==> config.mk <==
export PLATFORM = sky130hd
export DESIGN_NAME = prio_enc8to3_seq
export DESIGN_NICKNAME = d
export VERILOG_FILES = /design/src/rtl/prio_enc8to3_seq.sv
export SDC_FILE = /design/constraint.sdc
export NUM_CORES = 1
export LEC_CHECK = 0
export ABC_AREA = 1
export CORE_AREA = 2 2 74 76
export CTS_CLUSTER_DIAMETER = 120
export DETAILED_ROUTE_END_ITERATION = 8
export DIE_AREA = 0 0 76 78
export GPL_TIMING_DRIVEN = 0
export PLACE_DENSITY = 0.56
export SYNTH_ARGS = -nofsm -noshare
export SYNTH_HDL_FRONTEND = slang
export SYNTH_SLANG_ARGS = --single-unit
==> constraint.sdc <==
create_clock -name clk -period 4.6 [get_ports clk]
set_input_delay 0.92 -clock clk [delete_from_list [all_inputs] [get_ports clk]]
set_output_delay 0.92 -clock clk [all_outputs]
set_load 0.02 [all_outputs]
==> src/rtl/prio_enc8to3_seq.sv <==
// Registered 8-to-3 priority encoder with request latching.
// Request pulses collect into a pending set. The highest pending index is
// presented over a valid/ready handshake, and the issued bit is cleared on
// acceptance. A saturating counter records how many requests landed on a bit
// that was already pending.
//
// state   | meaning
// --------+-------------------------------------------------------------
// IDLE    | nothing presented (valid_o=0); idx_o keeps its last value
// PRESENT | idx_o holds a pending index (valid_o=1); frozen until ready_i

module prio_enc8to3_seq #(
    parameter int N     = 8,
    parameter int CNT_W = 8
) (
    input  logic             clk,
    input  logic             rst_n,
    input  logic [N-1:0]     req_i,
    input  logic             ready_i,
    output logic             valid_o,
    output logic [2:0]       idx_o,
    output logic [N-1:0]     pend_o,
    output logic             busy_o,
    output logic [CNT_W-1:0] coal_cnt_o
);

    typedef enum logic {
        IDLE    = 1'b0,
        PRESENT = 1'b1
    } state_t;

    state_t           state_q, state_d;
    logic [N-1:0]     pend_q, pend_d;
    logic [2:0]       idx_q, idx_d;
    logic [CNT_W-1:0] coal_q, coal_d;

    logic             acc;
    logic [N-1:0]     clr;
    logic [N-1:0]     peff;
    logic [N-1:0]     merged;
    logic [2:0]       hi_idx;
    logic [3:0]       merged_cnt;
    logic [CNT_W:0]   coal_sum;

    // Pending set after removing the index accepted this cycle.
    always_comb begin
        acc  = (state_q == PRESENT) && ready_i;
        clr  = acc ? (N'(1) << idx_q) : '0;
        peff = pend_q & ~clr;
    end

    // Highest set bit of peff; lower bits are overwritten by higher ones.
    always_comb begin
        hi_idx = idx_q;
        for (int i = 0; i < N; i++) begin
            if (peff[i]) begin
                hi_idx = 3'(i);
            end
        end
    end

    // Count requests that hit a bit still pending after this cycle's clear.
    always_comb begin
        merged     = req_i & peff;
        merged_cnt = '0;
        for (int i = 0; i < N; i++) begin
            merged_cnt = merged_cnt + {3'b000, merged[i]};
        end
        coal_sum = {1'b0, coal_q} + (CNT_W + 1)'(merged_cnt);
        if (coal_sum > {1'b0, {CNT_W{1'b1}}}) begin
            coal_d = {CNT_W{1'b1}};
        end else begin
            coal_d = coal_sum[CNT_W-1:0];
        end
    end

    // Next pending set, handshake state and presented index.
    always_comb begin
        pend_d  = peff | req_i;
        state_d = state_q;
        idx_d   = idx_q;
        // The output register only reloads when nothing is held or it drains.
        if ((state_q == IDLE) || ready_i) begin
            state_d = (|peff) ? PRESENT : IDLE;
            if (|peff) begin
                idx_d = hi_idx;
            end
        end
    end

    // All state registers; reset discards pending work and any held index.
    always_ff @(posedge clk or negedge rst_n) begin
        if (!rst_n) begin
            state_q <= IDLE;
            pend_q  <= '0;
            idx_q   <= 3'b000;
            coal_q  <= '0;
        end else begin
            state_q <= state_d;
            pend_q  <= pend_d;
            idx_q   <= idx_d;
            coal_q  <= coal_d;
        end
    end

    // Outputs come straight from registers.
    always_comb begin
        valid_o    = (state_q == PRESENT);
        idx_o      = idx_q;
        pend_o     = pend_q;
        coal_cnt_o = coal_q;
        busy_o     = (|pend_q) | (state_q == PRESENT);
    end

endmodule
==> out/qor.csv, run 1 <==
metric,value,unit
run_status,"finished, final reports clean",
synth_edf_count,0,
grt_max_degree,21,
dr.pass1.iters,4,
max_stage_delay,540,ps
initial_core_util,24.3,%
place.gp.congestion,0.747,
clock_path_buffers,2,
async_flop_share,100,%
wl_per_cell,10.4,um
required,4780,ps
synth_flop_cell,dfrtp_1,
powerDensity,591,nW/um2
antenna_found_initial,0,
area_delta_synth_final,40.3,%
netlist_top_cells_area,"dfrtp_1 41%, nand2_1 13%, inv_1 9.5%",
hpwl,2130,um
min-delay-path-class,register to register,
pin_count,32,
fmax,0.229,GHz
worst_path_max_delay_cell,fa_1,
die_h,78,um
slew_headroom,35.9,%
clockPowerShare,17.6,%
die_width,76,um
clk_latency,260,ps
routed_wl,2710,um
synth_top_area_share,40.8,%
p_int,597,uW
grt_pass1_wl,4710,um
grt_overflow,0,
cp_max_fo,7,
synth.distinct_cells,22,
p_sw_share,41.3,%
netlist_area,1230,um2
drc_errors,0,
yosysTopAreaCell,dfrtp_1,
leakage,0.000841,uW
layout_setup_ws,229,ps
combPwrFrac,56.2,%
drive_gt1_share,13.2,%
rr_startpoint,valid_o$_DFFE_PN0N_,
drt_iter0_drc,44,
crit_type,input pin to register,
cts.sinks,20,
vdd_drop_max,0.385,mV
setup-violations-final,0,
p_total,1020,uW
port_buffers,31,
crit_path_start,ready_i,
syn-instance-count,154,
track_usage,10.1,%
synthesis.nets,176,
postLayoutCellArea,1720,um2
hold_start,pend_o[0]$_DFF_PN0_,
syn_area_per_cell,7.97,um2
hold_buffers,0,
final_nets,213,
vias,1081,
place_ws,-668,ps
clock_skew,6.97,ps
first_global_vias,1081,
cp-start-kind,input pin,
cp.arrival,4550,ps
worstMarginPinSlew,959,ps
cts_made_buffers,3,
htreeDepth,1,
finalCriticalPeriod,4370,ps
clockRootBuffer,clkbuf_8,
drv_slew,0,
hold_viol_final,0,
clk_pin_slew_worst_paths,80,ps
cap_violations,0,
core,5040,um2
placed_area,1630,um2
seq_area_frac_synth,40.8,%
synth-seq-cells,20,
critPathCaptureType,register,
finalCritPeriodShare,95.0,%
ys.warnings.count,0,
dieArea,5930,um2
viasPerCell,4.16,
antenna_left,0,
p_sw,421,uW
cts_tree,done,
rows,26,
crit_path_cell_trace,clkbuf_2 > nand2_2 > nor2_4 > nand2_1 > nand2_2 > nor2_1 > fa_1 > inv_1 > fa_1 > inv_1 > fa_1 > fa_2 > inv_1 > fa_1 > inv_1 > nand3_1 > nand2_1 > nand2_1 > nor2_2 > nand2_1 > inv_2 > nand2_4 > o21ai_0,
seqPwrFrac,26.2,%
diodes,0,
[cells in the mapped netlist, types with 2 or more instances]
master / number
dfrtp_1: 20
inv_1: 31
o21ai_0: 4
ha_1: 6
nand2_2: 4
nor2_1: 14
fa_1: 5
nor2_2: 3
nor4_1: 2
nand2_1: 43
nand3_1: 7
a21oi_1: 4
o21ai_2: 2
[path summary, 6_finish.rpt]
kind,cells after the start,endpoint,slack (ps)
setup / recovery,23,coal_cnt_o[6]$_DFF_PN0_,230
hold / removal,2,pend_o[0]$_DFF_PN0_,550
setup reg to reg,22,coal_cnt_o[6]$_DFF_PN0_,560
hold reg to reg,2,pend_o[0]$_DFF_PN0_,550
max in group asynchronous,1,pend_o[5]$_DFF_PN0_,2830
min in group asynchronous,1,pend_o[0]$_DFF_PN0_,1180
[registers in the layout, indices dropped and copies added, names as in the netlist]
signal      count
coal_cnt_o      8
idx_o           3
pend_o          8
valid_o         1
[area by class of cell]
type	instances	area, um2
inverter	31	116
clock inverter	1	30.0
timing repair buffer	32	313
multi-input combinational	103	633
tap	70	87.6
sequential	20	500
clock buffer	3	41.3
fill	544	3320
[power groups by stage]
| stage | Combinational [uW] | Clock (uW) | Sequential [uW] |
|---|---|---|---|
| 5_1_grt | 655 | 194 | 274 |
| 2_1_floorplan | 347 | 0 | 317 |
| 4_1_cts | 582 | 186 | 267 |
| 3_3_place_gp | 565 | 0 | 268 |
| 3_5_place_dp | 568 | 0 | 267 |
| 6_report | 572 | 179 | 266 |
[cell usage in the layout, fill, tap and decap left out, drive strengths merged]
master,instances
nand2,48
inv,31
clkdlybuf4s50,30
dfrtp,20
nor2,17
nand3,8
o21ai,7
ha,6
a21oi,5
fa,5
clkbuf,4
nor4,2
o21bai,1
xor2,1
xnor2,1
or2,1
a31oi,1
bufinv,1
buf,1
[cell families after synthesis]
logic type      after synthesis  synth area share (%)
xor+xnor                      2                  1.43
fa+ha+maj                    11                  14.3
buf+inv                      31                  9.48
flops                        20                  40.8
compound gates               14                  6.93
simple gates                 76                  27.1
[metrics by stage]
stage	hold WS [ps]	std cells	util [%]	setup TNS, ps
after global routing	597	260	34.1	-19.9
after global placement	549	255	32.2	-5030
after floorplan	624	154	-	0
after CTS	556	260	34.2	0
after detailed placement	553	255	32.2	-4980
final	553	260	34.1	0
[critical path, delay by kind of cell]
family	cells	cell delay (ps)
adders and majority gates	5	2150
AOI/OAI and AO/OA	1	90
and+or+nand+nor	11	970
buffers and inverters	6	440
[what timing repair did]
| action | CTS | global route |
|---|---|---|
| pin swaps | 3 | 0 |
| setup endpoints to repair | 8 | 8 |
| setup buffers | 1 | 0 |
| resized for setup | 8 | 3 |
| endpoints found under the hold margin | 0 | 0 |
[routing by layer]
| layer | vias up | share of wire, % | track usage, % |
|---|---|---|---|
| met2 | 44 | 47 | 17.1 |
| met5 | - | 0 | 0 |
| met4 | 0 | 1.4 | 3.27 |
| met3 | 4 | 8.3 | 3.37 |
| met1 | 489 | 44 | 12.2 |
| li1 | 544 | - | - |
(Power assumes the default switching activity.)
==> run 2: changes to the inputs <==
==> constraint.sdc (replaced) <==
create_clock -name clk -period 4.6 [get_ports clk]
set_input_delay 0.92 -clock clk [delete_from_list [all_inputs] [get_ports clk]]
set_output_delay 0.92 -clock clk [all_outputs]
set_load 0.005 [all_outputs]
==> results of run 2 <==
The final DEF is identical to that of run 1. Status: finished, final reports clean.
Main changes from that run: total power 1020 uW -> 967 uW; worst IR drop on VDD 0.385 mV -> 0.383 mV
